==> config.mk <==
export PLATFORM = sky130hd
export DESIGN_NAME = fetch_stage_flat
export DESIGN_NICKNAME = d
export VERILOG_FILES = /design/src/rtl/fetch_stage_if.sv /design/src/rtl/fetch_stage.sv /design/src/flat_wrapper.sv
export SDC_FILE = /design/constraint.sdc
export NUM_CORES = 1
export LEC_CHECK = 0
export CAP_MARGIN = 0
export CORE_MARGIN = 5
export CORE_UTILIZATION = 40
export CTS_BUF_LIST = sky130_fd_sc_hd__clkbuf_4 sky130_fd_sc_hd__clkbuf_8
export DETAILED_ROUTE_END_ITERATION = 16
export PLACE_DENSITY = 0.82
export RECOVER_POWER = 50
export SYNTH_ARGS = -nofsm -noshare
export SYNTH_HDL_FRONTEND = slang
export SYNTH_SLANG_ARGS = --single-unit
==> constraint.sdc <==
create_clock -name clk -period 2 [get_ports clk]
set_input_delay 0.2 -clock clk [delete_from_list [all_inputs] [get_ports clk]]
set_output_delay 0.2 -clock clk [all_outputs]
set_load 0.02 [all_outputs]
==> src/rtl/fetch_stage_if.sv <==
// Fetch-stage bundle: redirect/stall controls, instruction-memory port and the IF/ID outputs.
// The master side is the fetch stage; the slave side is the surrounding pipeline and memory.
interface fetch_stage_if;
    logic        stall;
    logic        branch_taken;
    logic [31:0] branch_target;
    logic [31:0] imem_addr;
    logic [31:0] imem_rdata;
    logic [31:0] instr_out;
    logic [31:0] pc_out;
    logic        instr_valid;

    modport master (
        input  stall,
        input  branch_taken,
        input  branch_target,
        input  imem_rdata,
        output imem_addr,
        output instr_out,
        output pc_out,
        output instr_valid
    );

    modport slave (
        output stall,
        output branch_taken,
        output branch_target,
        output imem_rdata,
        input  imem_addr,
        input  instr_out,
        input  pc_out,
        input  instr_valid
    );
endinterface

==> src/rtl/fetch_stage.sv <==
// Instruction fetch and IF/ID register: PC, synchronous-read imem addressing, stall hold,
// J-type jump and taken-branch redirect with all-zero bubbles on squash.
module fetch_stage #(
    parameter logic [31:0] RESET_PC = 32'h0000_0000
) (
    input logic           clk,
    input logic           rst,
    fetch_stage_if.master bus
);
    localparam logic [5:0] OP_J = 6'd2;

    // pc_q is the address whose data is on imem_rdata this cycle.
    logic [31:0] pc_q;
    logic [31:0] instr_q;
    logic [31:0] pc_out_q;
    logic        valid_q;

    logic [31:0] pc_out_plus4;
    logic [31:0] jump_target;
    logic        jmp;
    logic [31:0] next_addr;

    assign jmp          = valid_q && (instr_q[31:26] == OP_J);
    assign pc_out_plus4 = pc_out_q + 32'd4;
    assign jump_target  = {pc_out_plus4[31:28], instr_q[25:0], 2'b00};

    always_comb begin
        next_addr = pc_q + 32'd4;
        if (!rst) begin
            next_addr = RESET_PC;
        end else if (bus.branch_taken) begin
            next_addr = bus.branch_target;
        end else if (bus.stall) begin
            // Re-issue so the memory returns the same word when the stall ends.
            next_addr = pc_q;
        end else if (jmp) begin
            next_addr = jump_target;
        end
    end

    always_ff @(posedge clk) begin
        if (!rst) begin
            pc_q     <= RESET_PC;
            instr_q  <= 32'h0;
            pc_out_q <= 32'h0;
            valid_q  <= 1'b0;
        end else begin
            pc_q <= next_addr;
            if (bus.branch_taken) begin
                instr_q <= 32'h0;
                valid_q <= 1'b0;
            end else if (!bus.stall) begin
                if (jmp) begin
                    // Squash the sequential word fetched behind the jump.
                    instr_q <= 32'h0;
                    valid_q <= 1'b0;
                end else begin
                    instr_q  <= bus.imem_rdata;
                    pc_out_q <= pc_q;
                    valid_q  <= 1'b1;
                end
            end
        end
    end

    assign bus.imem_addr   = next_addr;
    assign bus.instr_out   = instr_q;
    assign bus.pc_out      = pc_out_q;
    assign bus.instr_valid = valid_q;
endmodule

==> src/flat_wrapper.sv <==
// flat-port wrapper written by rule: the top's interface ports become plain ports
module fetch_stage_flat 
#(
    parameter logic [31:0] RESET_PC = 32'h0000_0000
)
  (clk, rst, bus_stall, bus_branch_taken, bus_branch_target, bus_imem_rdata, bus_imem_addr, bus_instr_out, bus_pc_out, bus_instr_valid);
  fetch_stage_if bus_i ();
  input logic clk;
  input logic rst;
  input wire logic [$bits(bus_i.stall)-1:0] bus_stall;
  input wire logic [$bits(bus_i.branch_taken)-1:0] bus_branch_taken;
  input wire logic [$bits(bus_i.branch_target)-1:0] bus_branch_target;
  input wire logic [$bits(bus_i.imem_rdata)-1:0] bus_imem_rdata;
  output wire logic [$bits(bus_i.imem_addr)-1:0] bus_imem_addr;
  output wire logic [$bits(bus_i.instr_out)-1:0] bus_instr_out;
  output wire logic [$bits(bus_i.pc_out)-1:0] bus_pc_out;
  output wire logic [$bits(bus_i.instr_valid)-1:0] bus_instr_valid;
  assign bus_i.stall = bus_stall;
  assign bus_i.branch_taken = bus_branch_taken;
  assign bus_i.branch_target = bus_branch_target;
  assign bus_i.imem_rdata = bus_imem_rdata;
  assign bus_imem_addr = bus_i.imem_addr;
  assign bus_instr_out = bus_i.instr_out;
  assign bus_pc_out = bus_i.pc_out;
  assign bus_instr_valid = bus_i.instr_valid;
  fetch_stage #(.RESET_PC(RESET_PC)) u_core (.clk(clk), .rst(rst), .bus(bus_i));
endmodule
## Word level (Yosys, flattened, before mapping)

Cells that the tools add are included.

- Add/sub/neg operators: 2
- Equality and inequality tests: 1
- Multiplexer cells: 6
- Bitwise gates (word level): 4
- Reduce and logical (&&, ||, !) cells: 3

Operators with widths:

| cell | number |
|---|---|
| $mux W32 | 5 |
| $add A32 B3 Y32 const B | 2 |
| $eq A6 B2 Y1 const B | 1 |
| $not A1 Y1 | 4 |
| $reduce_and A3 Y1 | 1 |
| $reduce_or A2 Y1 | 1 |
| $logic_and A1 B1 Y1 | 1 |
| $mux W1 | 1 |

- Bits in registers: 97
- Input bits: 68
- Output and inout bits: 97
- Logic and storage cells: 20

## Logic depth before layout (Yosys ltp)

- Depth after elaboration: 6
- Depth in mapped cells: 8
- Gate-level depth less buffers: 7

## Worst setup path before layout

Ideal clock, no wire load.

- Path kind: register to output
- Start: reg u_core.instr_q[27] (netlist: u_core.bus.instr_out[27])
- End: out bus_imem_addr[7]
- Arrival time: 2305 ps
- Data required time: 1800 ps
- Path slack: -505 ps
- Cell stages (with the launch flop): 8
- Path buffers: 2
- Cells stage by stage: dfxtp_1 or4b_4 or3_1 buf_6 nand2_4 nor2_2 buf_6 a221oi_1

- Word-level cells in the longest chain between the ends: 6

Ends and longest elaborated chain:

| item | line | source |
|---|---|---|
| start: declaration | fetch_stage.sv:14 | `logic [31:0] instr_q;` |
| start signal: assignment | fetch_stage.sv:58 | `instr_q <= bus.imem_rdata;` |
| $eq A6 B2 Y1 | fetch_stage.sv:23 | `assign jmp = valid_q && (instr_q[31:26] == OP_J);` |
| $logic_and A1 B1 Y1 | fetch_stage.sv:23 |  |
| $mux W32 | fetch_stage.sv:36 | `end else if (jmp) begin` |
| $mux W32 | fetch_stage.sv:33 | `end else if (bus.stall) begin` |
| $mux W32 | fetch_stage.sv:31 | `end else if (bus.branch_taken) begin` |
| $mux W32 | fetch_stage.sv:29 | `if (!rst) begin` |
| end: declaration | flat_wrapper.sv:14 | `output wire logic [$bits(bus_i.imem_addr)-1:0] bus_imem_addr;` |

No other way between the ends.

## Worst setup path in the final report

- Start: reg u_core.instr_q[28] (netlist: u_core.bus.instr_out[28])
- End: out bus_imem_addr[16]

Same word-level chain as after synthesis.

==> results.py <==
metrics = {
    "floorplanning": {
        "core_area_um2": 12000,
        "rows": 40,
        "initial_utilization_pct": 40.6,
        "io_pins": 165,
        "fp.dieH_um": 120,
        "fp.dieArea_um2": 14400,
        "fp.dieW_um": 120,
    },
    "hold_path": {
        "hold_depth": 3,
        "hold_path_end": "u_core.bus.pc_out[20]",
        "min_from": "rst",
        "min_path_type": "in2reg",
    },
    "clocking": {
        "ctsHtreeMaxLevel": 3,
        "cts_hold_buf": 0,
        "cts_num_sinks": 97,
        "clk_latency_ns": 0.39,
        "clkTransAtPathRegs_ns": 0.12,
        "cts_buffers": 9,
        "clockBufferDepth": 2,
        "cts_tree": "yes",
        "cts-root-buf": "clkbuf_8",
    },
    "route": {
        "route.detailed.wl_per_inst_um": 20.8,
        "routed_via_density": 5.74,
        "drt_wl_total_um": 22100,
        "ant_nets": 0,
        "vias": 6107,
        "first_pass_iters": 6,
        "drc": 0,
        "first_iter_violations": 630,
    },
    "timing": {
        "finalSetupViolations": 128,
        "tightest_slew_ns": 0.508,
        "worst_clock_skew_ns": 0.0240,
        "finalCriticalPeriod_ns": 2.80,
        "fin_crit_sh_pct": 140,
        "slew_viol_final": 0,
        "fin_setup_tns_ns": -43.34,
        "rsz0062_at_grt": "true",
        "slew_headroom_pct": 65.8,
        "fin_ws_ns": -0.804,
        "hold_viol": 0,
        "fmax_mhz": 357,
    },
    "yosys": {
        "syn_nets": 657,
        "syn_area_per_cell_um2": 8.25,
        "synth-main-ff-cell": "dfxtp_1",
        "mappedNetlistArea_um2": 4850,
        "synth-seq-area-share_pct": 40.0,
        "ys_types": 60,
        "synth_edf_count": 0,
        "synth_warnings": 0,
        "netlist_instances": 588,
        "ys_async_sr_fraction_pct": 0,
        "ys_ff_latch": 97,
    },
    "layout": {
        "final-seq-area_um2": 1960,
        "antenna_cells": 0,
        "final_cell_mix": "166 x buf_4, 97 x clkdlybuf4s50_1, 89 x nand2_1",
        "multi_input_area_um2": 3580,
        "drive_gt1_share_pct": 44.8,
        "stdcell_count": 1064,
        "syn2layout_area_growth_pct": 92.8,
        "n_fill_cell": 762,
        "layout_commonest_cell": "buf_4",
        "final_nets": 981,
    },
    "worst_setup_path": {
        "slowest_stage": "or4b_4",
        "worstSetupPathType": "reg2out",
        "reg2reg_slack_ns": -0.47,
        "cp-end-kind": "output port",
        "reg2reg_depth": 12,
        "crit_top_cell": "buf_6",
        "worstPathCellList": "or4b_4, buf_6, nor3_4, nand2_4, buf_6, o22a_1, a32oi_2, nor2_4, buf_6",
        "critPathArrivalTime_ns": 2.60,
        "r2r-start": "u_core.bus.instr_out[28]",
        "crit_path_max_fanout": 5,
        "rr_endpoint": "u_core.bus.pc_out[26]",
        "worstPathRequired_ns": 1.80,
        "crit_path_start_kind": "flip-flop",
        "slowest_delay_ns": 0.54,
    },
    "placed_design": {
        "port_buffers": 164,
        "dp_cells": 1021,
        "gp_congestion": 0.916,
        "dpl.hpwl_um": 14800,
    },
    "outcome": {
        "violations": "setup timing",
        "status": "complete, but fails checks",
    },
    "pwr": {
        "p_leak_nw": 3.79,
        "vdd_drop_max_mv": 0.335,
        "powerDensity_nw_per_um2": 532,
    },
    "grt": {
        "grt_max_degree": 35,
        "antenna_found_initial": 0,
        "grt_pass1_wl_um": 31200,
        "grt.total_usage_pct": 26.9,
        "overflow": 0,
        "grt_pass1_vias": 5868,
    },
    "job": {
        "maxCapViolations": 0,
    },
}
[cells by family (layout without fill, tap and decap cells)]
family	after synthesis	after routing	share of synthesized area (%)
xor+xnor	24	24	4.33
flops	97	97	40.0
simple gates	225	225	23.0
compound gates	189	189	27.1
fa+ha+maj	1	1	0.258
mux	2	2	0.413
buf+inv	50	379	4.85
[final cells by class]
class,instances,area share (%)
multi-input cells,441,38.2
well taps,147,1.97
repair buffers,359,36.4
flip-flops and latches,97,20.9
inverters,4,0.161
clock inverters,7,1.02
clock buffers,9,1.32
[what timing repair did]
item | 4_1_cts | 5_1_grt
pin swaps | 17 | 81
setup buffers | 11 | 16
resized for setup | 245 | 129
gates cloned | 2 | 4
setup endpoints to repair | 86 | 128
endpoints found under the hold margin | 0 | 0
[routing by layer]
layer / vias up / part of all wire (%) / global-route usage (%)
met4: 0 / 2.6 / 7.30
met1: 2954 / 41 / 36.1
met5: - / 0 / 0
met3: 56 / 7.5 / 5.33
li1: 2784 / - / -
met2: 313 / 49 / 44.2
[where the power goes]
part           internal [W]  total (W)  switching (W)
Combinational      0.000720    0.00142       0.000703
Sequential          0.00202    0.00210      0.0000824
Clock              0.000702    0.00145       0.000751
[stage by stage]
stage	total power (W)	util, %	setup slack, ns	cell area, um2	hold slack, ns
2_1_floorplan	0.00265	-	-0.227	5070	0.338
3_3_place_gp	0.00327	66.8	-0.758	8000	0.442
3_5_place_dp	0.00329	66.8	-0.783	8000	0.446
4_1_cts	0.00476	72.5	-0.723	8670	0.279
5_1_grt	0.00515	78.2	-0.859	9350	0.294
6_report	0.00498	78.2	-0.804	9350	0.291
[synth_stat cells (7+ instances only)]
cell	n	area [um2]
nand2_1	99	372
dfxtp_1	97	1940
nor2_1	53	199
a22oi_1	33	248
clkbuf_1	32	120
a21oi_1	25	125
o21ai_0	21	105
a21boi_1	20	150
nand4_1	17	106
a21boi_0	16	120
xnor2_1	16	140
o22ai_1	15	93.8
a211oi_1	14	105
nand3_1	14	70.1
xor2_1	8	70.1
and3_1	7	43.8
[registers in the layout, indices dropped and copies added, names as in the netlist]
name	flops
u_core.pc_q	32
u_core.bus.instr_out	32
u_core.bus.instr_valid	1
u_core.bus.pc_out	32
[worst max-delay path: cells and delay by family, from the launching register on]
family                 cells  cell delay [ns]
and+or+nand+nor            4             1.03
buffers and inverters      3             0.42
AOI/OAI and AO/OA          2             0.42
DFF                        1             0.34
[worst max path at each step]
| stage | start | to |
|---|---|---|
| CTS | u_core.bus.instr_out[28] | bus_imem_addr[30] |
| floorplan | u_core.bus.instr_out[28] | bus_imem_addr[9] |
| global route | u_core.bus.instr_out[28] | bus_imem_addr[30] |
| finish | u_core.bus.instr_out[28] | bus_imem_addr[16] |
| detailed placement | u_core.bus.instr_out[28] | bus_imem_addr[30] |
| global placement | u_core.bus.instr_out[28] | bus_imem_addr[30] |
(Power assumes the default switching activity.)
